**src/rtl/dmem_arbiter_if.sv**
```systemverilog
// Bus bundle between the two data-memory requesters, the arbiter and the memory.
// The arbiter takes the slave view; whatever drives requests and models memory takes master.
interface dmem_arbiter_if #(
    parameter int DATA_W = 32
);
    logic              CpuMemRead;
    logic              CpuMemWrite;
    logic [DATA_W-1:0] CpuAddress;
    logic [DATA_W-1:0] CpuWriteData;
    logic [1:0]        CpuByteSel;
    logic [DATA_W-1:0] CpuReadData;
    logic              CpuStall;

    logic              ExtReq;
    logic              ExtWrite;
    logic [DATA_W-1:0] ExtAddress;
    logic [DATA_W-1:0] ExtWriteData;
    logic [1:0]        ExtByteSel;
    logic              ExtGrant;
    logic              ExtDone;
    logic [DATA_W-1:0] ExtReadData;

    logic [DATA_W-1:0] MemAddress;
    logic [DATA_W-1:0] MemWriteData;
    logic [1:0]        MemByteSel;
    logic              MemRead;
    logic              MemWrite;
    logic [DATA_W-1:0] MemReadData;

    modport slave (
        input  CpuMemRead, CpuMemWrite, CpuAddress, CpuWriteData, CpuByteSel,
        output CpuReadData, CpuStall,
        input  ExtReq, ExtWrite, ExtAddress, ExtWriteData, ExtByteSel,
        output ExtGrant, ExtDone, ExtReadData,
        output MemAddress, MemWriteData, MemByteSel, MemRead, MemWrite,
        input  MemReadData
    );

    modport master (
        output CpuMemRead, CpuMemWrite, CpuAddress, CpuWriteData, CpuByteSel,
        input  CpuReadData, CpuStall,
        output ExtReq, ExtWrite, ExtAddress, ExtWriteData, ExtByteSel,
        input  ExtGrant, ExtDone, ExtReadData,
        input  MemAddress, MemWriteData, MemByteSel, MemRead, MemWrite,
        output MemReadData
    );
endinterface

```
**src/rtl/dmem_arbiter.sv**
```systemverilog
// Round-robin sharing of the single-port data memory between the CPU MEM stage and
// an external (debug/DMA) port; each access drives the memory for ACCESS_CYCLES cycles.
//
// state    | meaning
// ---------+-----------------------------------------------------------
// S_IDLE   | memory idle, arbitrating every cycle, Mem* strobes low
// S_CPU    | CPU command latched and driven, cnt counts access cycles
// S_EXT    | external command latched and driven, cnt counts access cycles
module dmem_arbiter #(
    parameter int ACCESS_CYCLES = 2,
    parameter int DATA_W        = 32
) (
    input  logic           Clock,
    input  logic           Reset,
    dmem_arbiter_if.slave  bus
);
    localparam int CNT_W = (ACCESS_CYCLES > 1) ? $clog2(ACCESS_CYCLES) : 1;
    localparam logic [CNT_W-1:0] CNT_LAST = CNT_W'(ACCESS_CYCLES - 1);

    typedef enum logic [1:0] {
        S_IDLE = 2'd0,
        S_CPU  = 2'd1,
        S_EXT  = 2'd2
    } state_t;

    state_t            state_q, state_d;
    logic [CNT_W-1:0]  cnt_q, cnt_d;
    logic              last_ext_q, last_ext_d;
    logic [DATA_W-1:0] cmd_addr_q, cmd_addr_d;
    logic [DATA_W-1:0] cmd_wdata_q, cmd_wdata_d;
    logic [1:0]        cmd_bsel_q, cmd_bsel_d;
    logic              cmd_rd_q, cmd_rd_d;
    logic              cmd_wr_q, cmd_wr_d;
    logic [DATA_W-1:0] ext_rdata_q, ext_rdata_d;

    logic cpu_req;
    logic busy;
    logic done;
    logic cpu_pend;
    logic ext_pend;
    logic grant_cpu;
    logic grant_ext;

    always_comb begin
        cpu_req   = bus.CpuMemRead | bus.CpuMemWrite;
        busy      = (state_q != S_IDLE);
        done      = busy && (cnt_q == CNT_LAST);
        // The owner that is finishing cannot win the arbitration on its own completion edge.
        cpu_pend  = cpu_req && (state_q != S_CPU);
        ext_pend  = bus.ExtReq && (state_q != S_EXT);
        grant_cpu = cpu_pend && (!ext_pend || last_ext_q);
        grant_ext = ext_pend && !grant_cpu;

        state_d     = state_q;
        cnt_d       = cnt_q;
        last_ext_d  = last_ext_q;
        cmd_addr_d  = cmd_addr_q;
        cmd_wdata_d = cmd_wdata_q;
        cmd_bsel_d  = cmd_bsel_q;
        cmd_rd_d    = cmd_rd_q;
        cmd_wr_d    = cmd_wr_q;
        ext_rdata_d = ext_rdata_q;

        if ((state_q == S_EXT) && done && cmd_rd_q) begin
            ext_rdata_d = bus.MemReadData;
        end

        if (!busy || done) begin
            cnt_d = '0;
            if (grant_cpu) begin
                state_d     = S_CPU;
                last_ext_d  = 1'b0;
                cmd_addr_d  = bus.CpuAddress;
                cmd_wdata_d = bus.CpuWriteData;
                cmd_bsel_d  = bus.CpuByteSel;
                cmd_wr_d    = bus.CpuMemWrite;
                cmd_rd_d    = bus.CpuMemRead && !bus.CpuMemWrite;
            end else if (grant_ext) begin
                state_d     = S_EXT;
                last_ext_d  = 1'b1;
                cmd_addr_d  = bus.ExtAddress;
                cmd_wdata_d = bus.ExtWriteData;
                cmd_bsel_d  = bus.ExtByteSel;
                cmd_wr_d    = bus.ExtWrite;
                cmd_rd_d    = !bus.ExtWrite;
            end else begin
                state_d = S_IDLE;
            end
        end else begin
            cnt_d = cnt_q + CNT_W'(1);
        end
    end

    always_ff @(posedge Clock) begin
        if (!Reset) begin
            state_q     <= S_IDLE;
            cnt_q       <= '0;
            last_ext_q  <= 1'b1;
            cmd_addr_q  <= '0;
            cmd_wdata_q <= '0;
            cmd_bsel_q  <= '0;
            cmd_rd_q    <= 1'b0;
            cmd_wr_q    <= 1'b0;
            ext_rdata_q <= '0;
        end else begin
            state_q     <= state_d;
            cnt_q       <= cnt_d;
            last_ext_q  <= last_ext_d;
            cmd_addr_q  <= cmd_addr_d;
            cmd_wdata_q <= cmd_wdata_d;
            cmd_bsel_q  <= cmd_bsel_d;
            cmd_rd_q    <= cmd_rd_d;
            cmd_wr_q    <= cmd_wr_d;
            ext_rdata_q <= ext_rdata_d;
        end
    end

    // Strobes and handshakes are forced low for as long as Reset is held, not just after the edge.
    always_comb begin
        bus.MemAddress   = cmd_addr_q;
        bus.MemWriteData = cmd_wdata_q;
        bus.MemByteSel   = cmd_bsel_q;
        bus.MemRead      = Reset && busy && cmd_rd_q;
        bus.MemWrite     = Reset && busy && cmd_wr_q;
        bus.CpuReadData  = bus.MemReadData;
        bus.CpuStall     = Reset && cpu_req && !((state_q == S_CPU) && done);
        bus.ExtGrant     = Reset && (state_q == S_EXT);
        bus.ExtDone      = Reset && (state_q == S_EXT) && done;
        bus.ExtReadData  = ext_rdata_q;
    end
endmodule

```
**src/flat_wrapper.sv**
```systemverilog
// flat-port wrapper written by rule: the top's interface ports become plain ports
module dmem_arbiter_flat 
#(
    parameter int ACCESS_CYCLES = 2,
    parameter int DATA_W        = 32
)
  (Clock, Reset, bus_CpuMemRead, bus_CpuMemWrite, bus_CpuAddress, bus_CpuWriteData, bus_CpuByteSel, bus_CpuReadData, bus_CpuStall, bus_ExtReq, bus_ExtWrite, bus_ExtAddress, bus_ExtWriteData, bus_ExtByteSel, bus_ExtGrant, bus_ExtDone, bus_ExtReadData, bus_MemAddress, bus_MemWriteData, bus_MemByteSel, bus_MemRead, bus_MemWrite, bus_MemReadData);
  dmem_arbiter_if #(.DATA_W(DATA_W)) bus_i ();
  input  logic Clock;
  input  logic Reset;
  input wire logic [$bits(bus_i.CpuMemRead)-1:0] bus_CpuMemRead;
  input wire logic [$bits(bus_i.CpuMemWrite)-1:0] bus_CpuMemWrite;
  input wire logic [$bits(bus_i.CpuAddress)-1:0] bus_CpuAddress;
  input wire logic [$bits(bus_i.CpuWriteData)-1:0] bus_CpuWriteData;
  input wire logic [$bits(bus_i.CpuByteSel)-1:0] bus_CpuByteSel;
  output wire logic [$bits(bus_i.CpuReadData)-1:0] bus_CpuReadData;
  output wire logic [$bits(bus_i.CpuStall)-1:0] bus_CpuStall;
  input wire logic [$bits(bus_i.ExtReq)-1:0] bus_ExtReq;
  input wire logic [$bits(bus_i.ExtWrite)-1:0] bus_ExtWrite;
  input wire logic [$bits(bus_i.ExtAddress)-1:0] bus_ExtAddress;
  input wire logic [$bits(bus_i.ExtWriteData)-1:0] bus_ExtWriteData;
  input wire logic [$bits(bus_i.ExtByteSel)-1:0] bus_ExtByteSel;
  output wire logic [$bits(bus_i.ExtGrant)-1:0] bus_ExtGrant;
  output wire logic [$bits(bus_i.ExtDone)-1:0] bus_ExtDone;
  output wire logic [$bits(bus_i.ExtReadData)-1:0] bus_ExtReadData;
  output wire logic [$bits(bus_i.MemAddress)-1:0] bus_MemAddress;
  output wire logic [$bits(bus_i.MemWriteData)-1:0] bus_MemWriteData;
  output wire logic [$bits(bus_i.MemByteSel)-1:0] bus_MemByteSel;
  output wire logic [$bits(bus_i.MemRead)-1:0] bus_MemRead;
  output wire logic [$bits(bus_i.MemWrite)-1:0] bus_MemWrite;
  input wire logic [$bits(bus_i.MemReadData)-1:0] bus_MemReadData;
  assign bus_i.CpuMemRead = bus_CpuMemRead;
  assign bus_i.CpuMemWrite = bus_CpuMemWrite;
  assign bus_i.CpuAddress = bus_CpuAddress;
  assign bus_i.CpuWriteData = bus_CpuWriteData;
  assign bus_i.CpuByteSel = bus_CpuByteSel;
  assign bus_CpuReadData = bus_i.CpuReadData;
  assign bus_CpuStall = bus_i.CpuStall;
  assign bus_i.ExtReq = bus_ExtReq;
  assign bus_i.ExtWrite = bus_ExtWrite;
  assign bus_i.ExtAddress = bus_ExtAddress;
  assign bus_i.ExtWriteData = bus_ExtWriteData;
  assign bus_i.ExtByteSel = bus_ExtByteSel;
  assign bus_ExtGrant = bus_i.ExtGrant;
  assign bus_ExtDone = bus_i.ExtDone;
  assign bus_ExtReadData = bus_i.ExtReadData;
  assign bus_MemAddress = bus_i.MemAddress;
  assign bus_MemWriteData = bus_i.MemWriteData;
  assign bus_MemByteSel = bus_i.MemByteSel;
  assign bus_MemRead = bus_i.MemRead;
  assign bus_MemWrite = bus_i.MemWrite;
  assign bus_i.MemReadData = bus_MemReadData;
  dmem_arbiter #(.ACCESS_CYCLES(ACCESS_CYCLES), .DATA_W(DATA_W)) u_core (.Clock(Clock), .Reset(Reset), .bus(bus_i));
endmodule
```
**config.mk**
```make
export PLATFORM = sky130hd
export DESIGN_NAME = dmem_arbiter_flat
export DESIGN_NICKNAME = d
export VERILOG_FILES = /design/src/rtl/dmem_arbiter_if.sv /design/src/rtl/dmem_arbiter.sv /design/src/flat_wrapper.sv
export SDC_FILE = /design/constraint.sdc
export NUM_CORES = 1
export LEC_CHECK = 0
export CAP_MARGIN = 20
export CORE_AREA = 2 2 118 120
export DETAILED_ROUTE_END_ITERATION = 16
export DIE_AREA = 0 0 120 122
export PLACE_DENSITY = 0.79
export SETUP_SLACK_MARGIN = 0.05
export SYNTH_ARGS = -nofsm -noshare
export SYNTH_HDL_FRONTEND = slang
export SYNTH_SLANG_ARGS = --single-unit
```
**constraint.sdc**
```tcl
create_clock -name Clock -period 2.94 [get_ports Clock]
set_input_delay 0.735 -clock Clock [delete_from_list [all_inputs] [get_ports Clock]]
set_output_delay 0.735 -clock Clock [all_outputs]
set_load 0.03 [all_outputs]
```
==> flow_summary_export.csv <==
group,metric,value,unit
outcome,outcome,"finished clean",
finish,nets,1005,
clock_tree,cts_buffers,9,
worst_setup_path,arrival,1.99,ns
worst_setup_path,crit_path_max_incr_delay,0.62,ns
worst_setup_path,worstPathMaxFanout,6,
floorplanning,dieArea,14600,um^2
sta,fin_worst_skew,0.00435,ns
job,cap_viol_max_count,0,
sta,hold_viol,0,
synth,synth_area_leaders,"dfxtp_1 46%, nand2_1 17%, a31oi_1 9.3%",
sta,setup_viol,0,
sta,rsz0062_at_grt,"false",
sta,max_slew_margin,0.621,
clock_tree,clk_latency,0.35,ns
worst_setup_path,cp-start-kind,"input pin",
floorplanning,floorplan.io_pins,305,
floorplanning,initial_core_util,0.338,
clock_tree,post_cts_buffers,0,
synth,synth_cell_type_count,31,
routing,wl,14900,um
clock_tree,cts_htree_levels,3,
synth,synth_top_area_share,0.457,
power,pwr_density_cell,844,nW/um^2
routing,drc_errors,0,
synth,yosysTopAreaCell,"dfxtp_1",
floorplanning,fp-row-count,43,
global_route,track_usage,0.200,
worst_setup_path,crit_type,"in2out",
worst_setup_path,path_cells,"clkdlybuf4s50_1 > o21ai_0 > a31oi_1 > buf_4",
routing,drt_iter0_markers,275,
placed_design,dpl.hpwl,10900,um
worst_setup_path,endpoint_kind,"output port",
sta,tightest_slew,0.568,ns
power,power.leakage,2.90,nW
synth,synth-seq-area-share,0.457,
sta,fin_setup_tns,0,ns
power,vdd_drop_max,0.409,mV
clock_tree,post_cts_resize_count,0,
worst_setup_path,worstPathRequired,2.20,ns
finish,drive_gt1_frac,0.0464,
global_route,grt_overflow_total,0,
routing,vias_per_cell,4.75,
worst_setup_path,r2r_cells,6,
sta,fin_crit_sh,0.928,
clock_tree,tritoncts,"done",
clock_tree,cts_sinks,104,
placed_design,portBuffers,304,
synth,syn_area_per_cell,7.76,um^2
floorplanning,dieWidth,120,um
floorplanning,fp.dieH,122,um
synth,syn_inst,588,
synth,netlist_area,4560,um^2
clock_tree,clkTransAtPathRegs,0.07,ns
routing,vias,4852,
global_route,grt_pass1_vias,4667,
synth,synth_seq_cells,104,
floorplanning,coreArea,13500,um^2
synth,yosys_warnings,0,
routing,dr.pass1.iters,4,
routing,final_antenna_net_count,0,
power,finalPower,6.58,mW
sta,period_needed,2.73,ns
clock_tree,clock_path_buffers,2,
global_route,grt_pass1_wl,23200,um
global_route,grt_max_degree,67,
synth,syn_nets,758,
sta,slew_violations,0,
min_path,hold_depth,2,
routing,avgRoutedWirePerCell,14.6,um
sta,fmax,367,MHz
finish,area_growth_syn_to_layout,71.1,%
clock_tree,ctsHoldBuffers,0,
worst_setup_path,crit_slowest_cell,"clkdlybuf4s50_1",
placed_design,place.gp.congestion,0.790,
global_route,antenna_found_initial,1,
clock_tree,clockRootBuffer,"clkbuf_16",
min_path,hold_class,"reg2reg",
stage by stage:
stage / hold WS, ns / worst slack [ns] / util / cells / cell area, um^2
after floorplan: 0.460 / 0.591 / - / 588 / 4560
after global placement: 0.441 / 0.206 / 0.556 / 1004 / 7510
after detailed placement: 0.450 / 0.235 / 0.556 / 1004 / 7510
after CTS: 0.462 / 0.222 / 0.578 / 1020 / 7800
after global routing: 0.473 / 0.155 / 0.578 / 1021 / 7800
final: 0.459 / 0.212 / 0.578 / 1021 / 7800
Yosys cell counts:
master	instances
a21boi_1	4
o21ai_0	6
nor2_1	2
o221a_2	1
dfxtp_1	104
o221ai_2	1
and2_1	1
a211oi_1	1
nand2_1	202
clkbuf_1	20
maj3_1	1
o31ai_1	1
and3_1	4
a41o_1	1
a31oi_1	68
a21oi_1	1
buf_2	24
nor3_1	1
o211ai_1	2
nor2b_4	1
buf_6	2
nand2b_1	3
nand3_1	3
nand3b_1	1
o211ai_2	1
buf_4	36
nor2b_1	1
inv_1	3
a21boi_0	29
o21ai_1	62
or2_4	1
flip-flops by register name (all words and copies together), names as in the netlist:
signal                   cells
u_core.cmd_wr_q              1
u_core.bus.ExtReadData      32
u_core.cmd_rd_q              1
u_core.state_q               2
u_core.bus.MemWriteData     32
u_core.cnt_q                 1
u_core.bus.MemAddress       32
u_core.last_ext_q            1
u_core.bus.MemByteSel        2
metal layers:
layer | wire [um] | track usage | part of all wire
met5 | 0 | 0 | 0
met4 | 292 | 0.0860 | 0.020
met3 | 1280 | 0.0627 | 0.086
met2 | 7430 | 0.352 | 0.50
met1 | 5940 | 0.222 | 0.40
cell type report:
cell class              count  area [um^2]
multi-input cells         399         2000
diodes                      1         2.50
fillers                  1202         5700
repair buffers            318         3200
clock buffers              10          229
flip-flops and latches    104         2080
clock inverters             6         60.1
well taps                 180          225
inverters                   3         11.3
layout by cell type, fill, tap and decap left out, types with 2 or more instances in the layout:
cell type / n
clkdlybuf4s50_1: 299
nand2_1: 202
dfxtp_1: 104
a31oi_1: 68
o21ai_1: 62
a21boi_0: 29
buf_4: 13
clkbuf_16: 9
o21ai_0: 6
buf_12: 5
and3_1: 4
a21boi_1: 4
inv_1: 3
nand3_1: 3
nand2b_1: 3
clkinv_2: 3
o211ai_1: 2
nor2_1: 2
clkinvlp_4: 2
power breakdown:
group          switching (mW)  total, mW  internal [mW]
logic                    1.96       3.35           1.39
clock network           0.534       1.19          0.656
registers               0.235       2.05           1.81
final timing paths:
check / from / to / slack, ns
max: bus_CpuMemWrite / bus_CpuStall / 0.21
min: u_core.bus.ExtReadData[27] / u_core.bus.ExtReadData[27] / 0.46
max reg2reg: u_core.state_q[0] / u_core.bus.MemAddress[30] / 1.05
min reg2reg: u_core.bus.ExtReadData[27] / u_core.bus.ExtReadData[27] / 0.46
worst max-delay path: cells and delay by family:
| kind | cells | cell delay (ns) |
|---|---|---|
| buf+inv | 2 | 0.83 |
| compound gates | 2 | 0.42 |
logic make-up (layout without fill, tap and decap cells):
logic type | count (synthesis) | after routing | synth area share
AND/OR/NAND/NOR | 220 | 220 | 0.191
adder cells (fa/ha/maj) | 1 | 1 | 0.00219
other | 0 | 1 | 0
flip-flops | 104 | 104 | 0.457
buffers and inverters | 85 | 337 | 0.109
AO/OA/AOI/OAI | 178 | 178 | 0.241
Note: power is estimated with default switching activity, not from simulation.
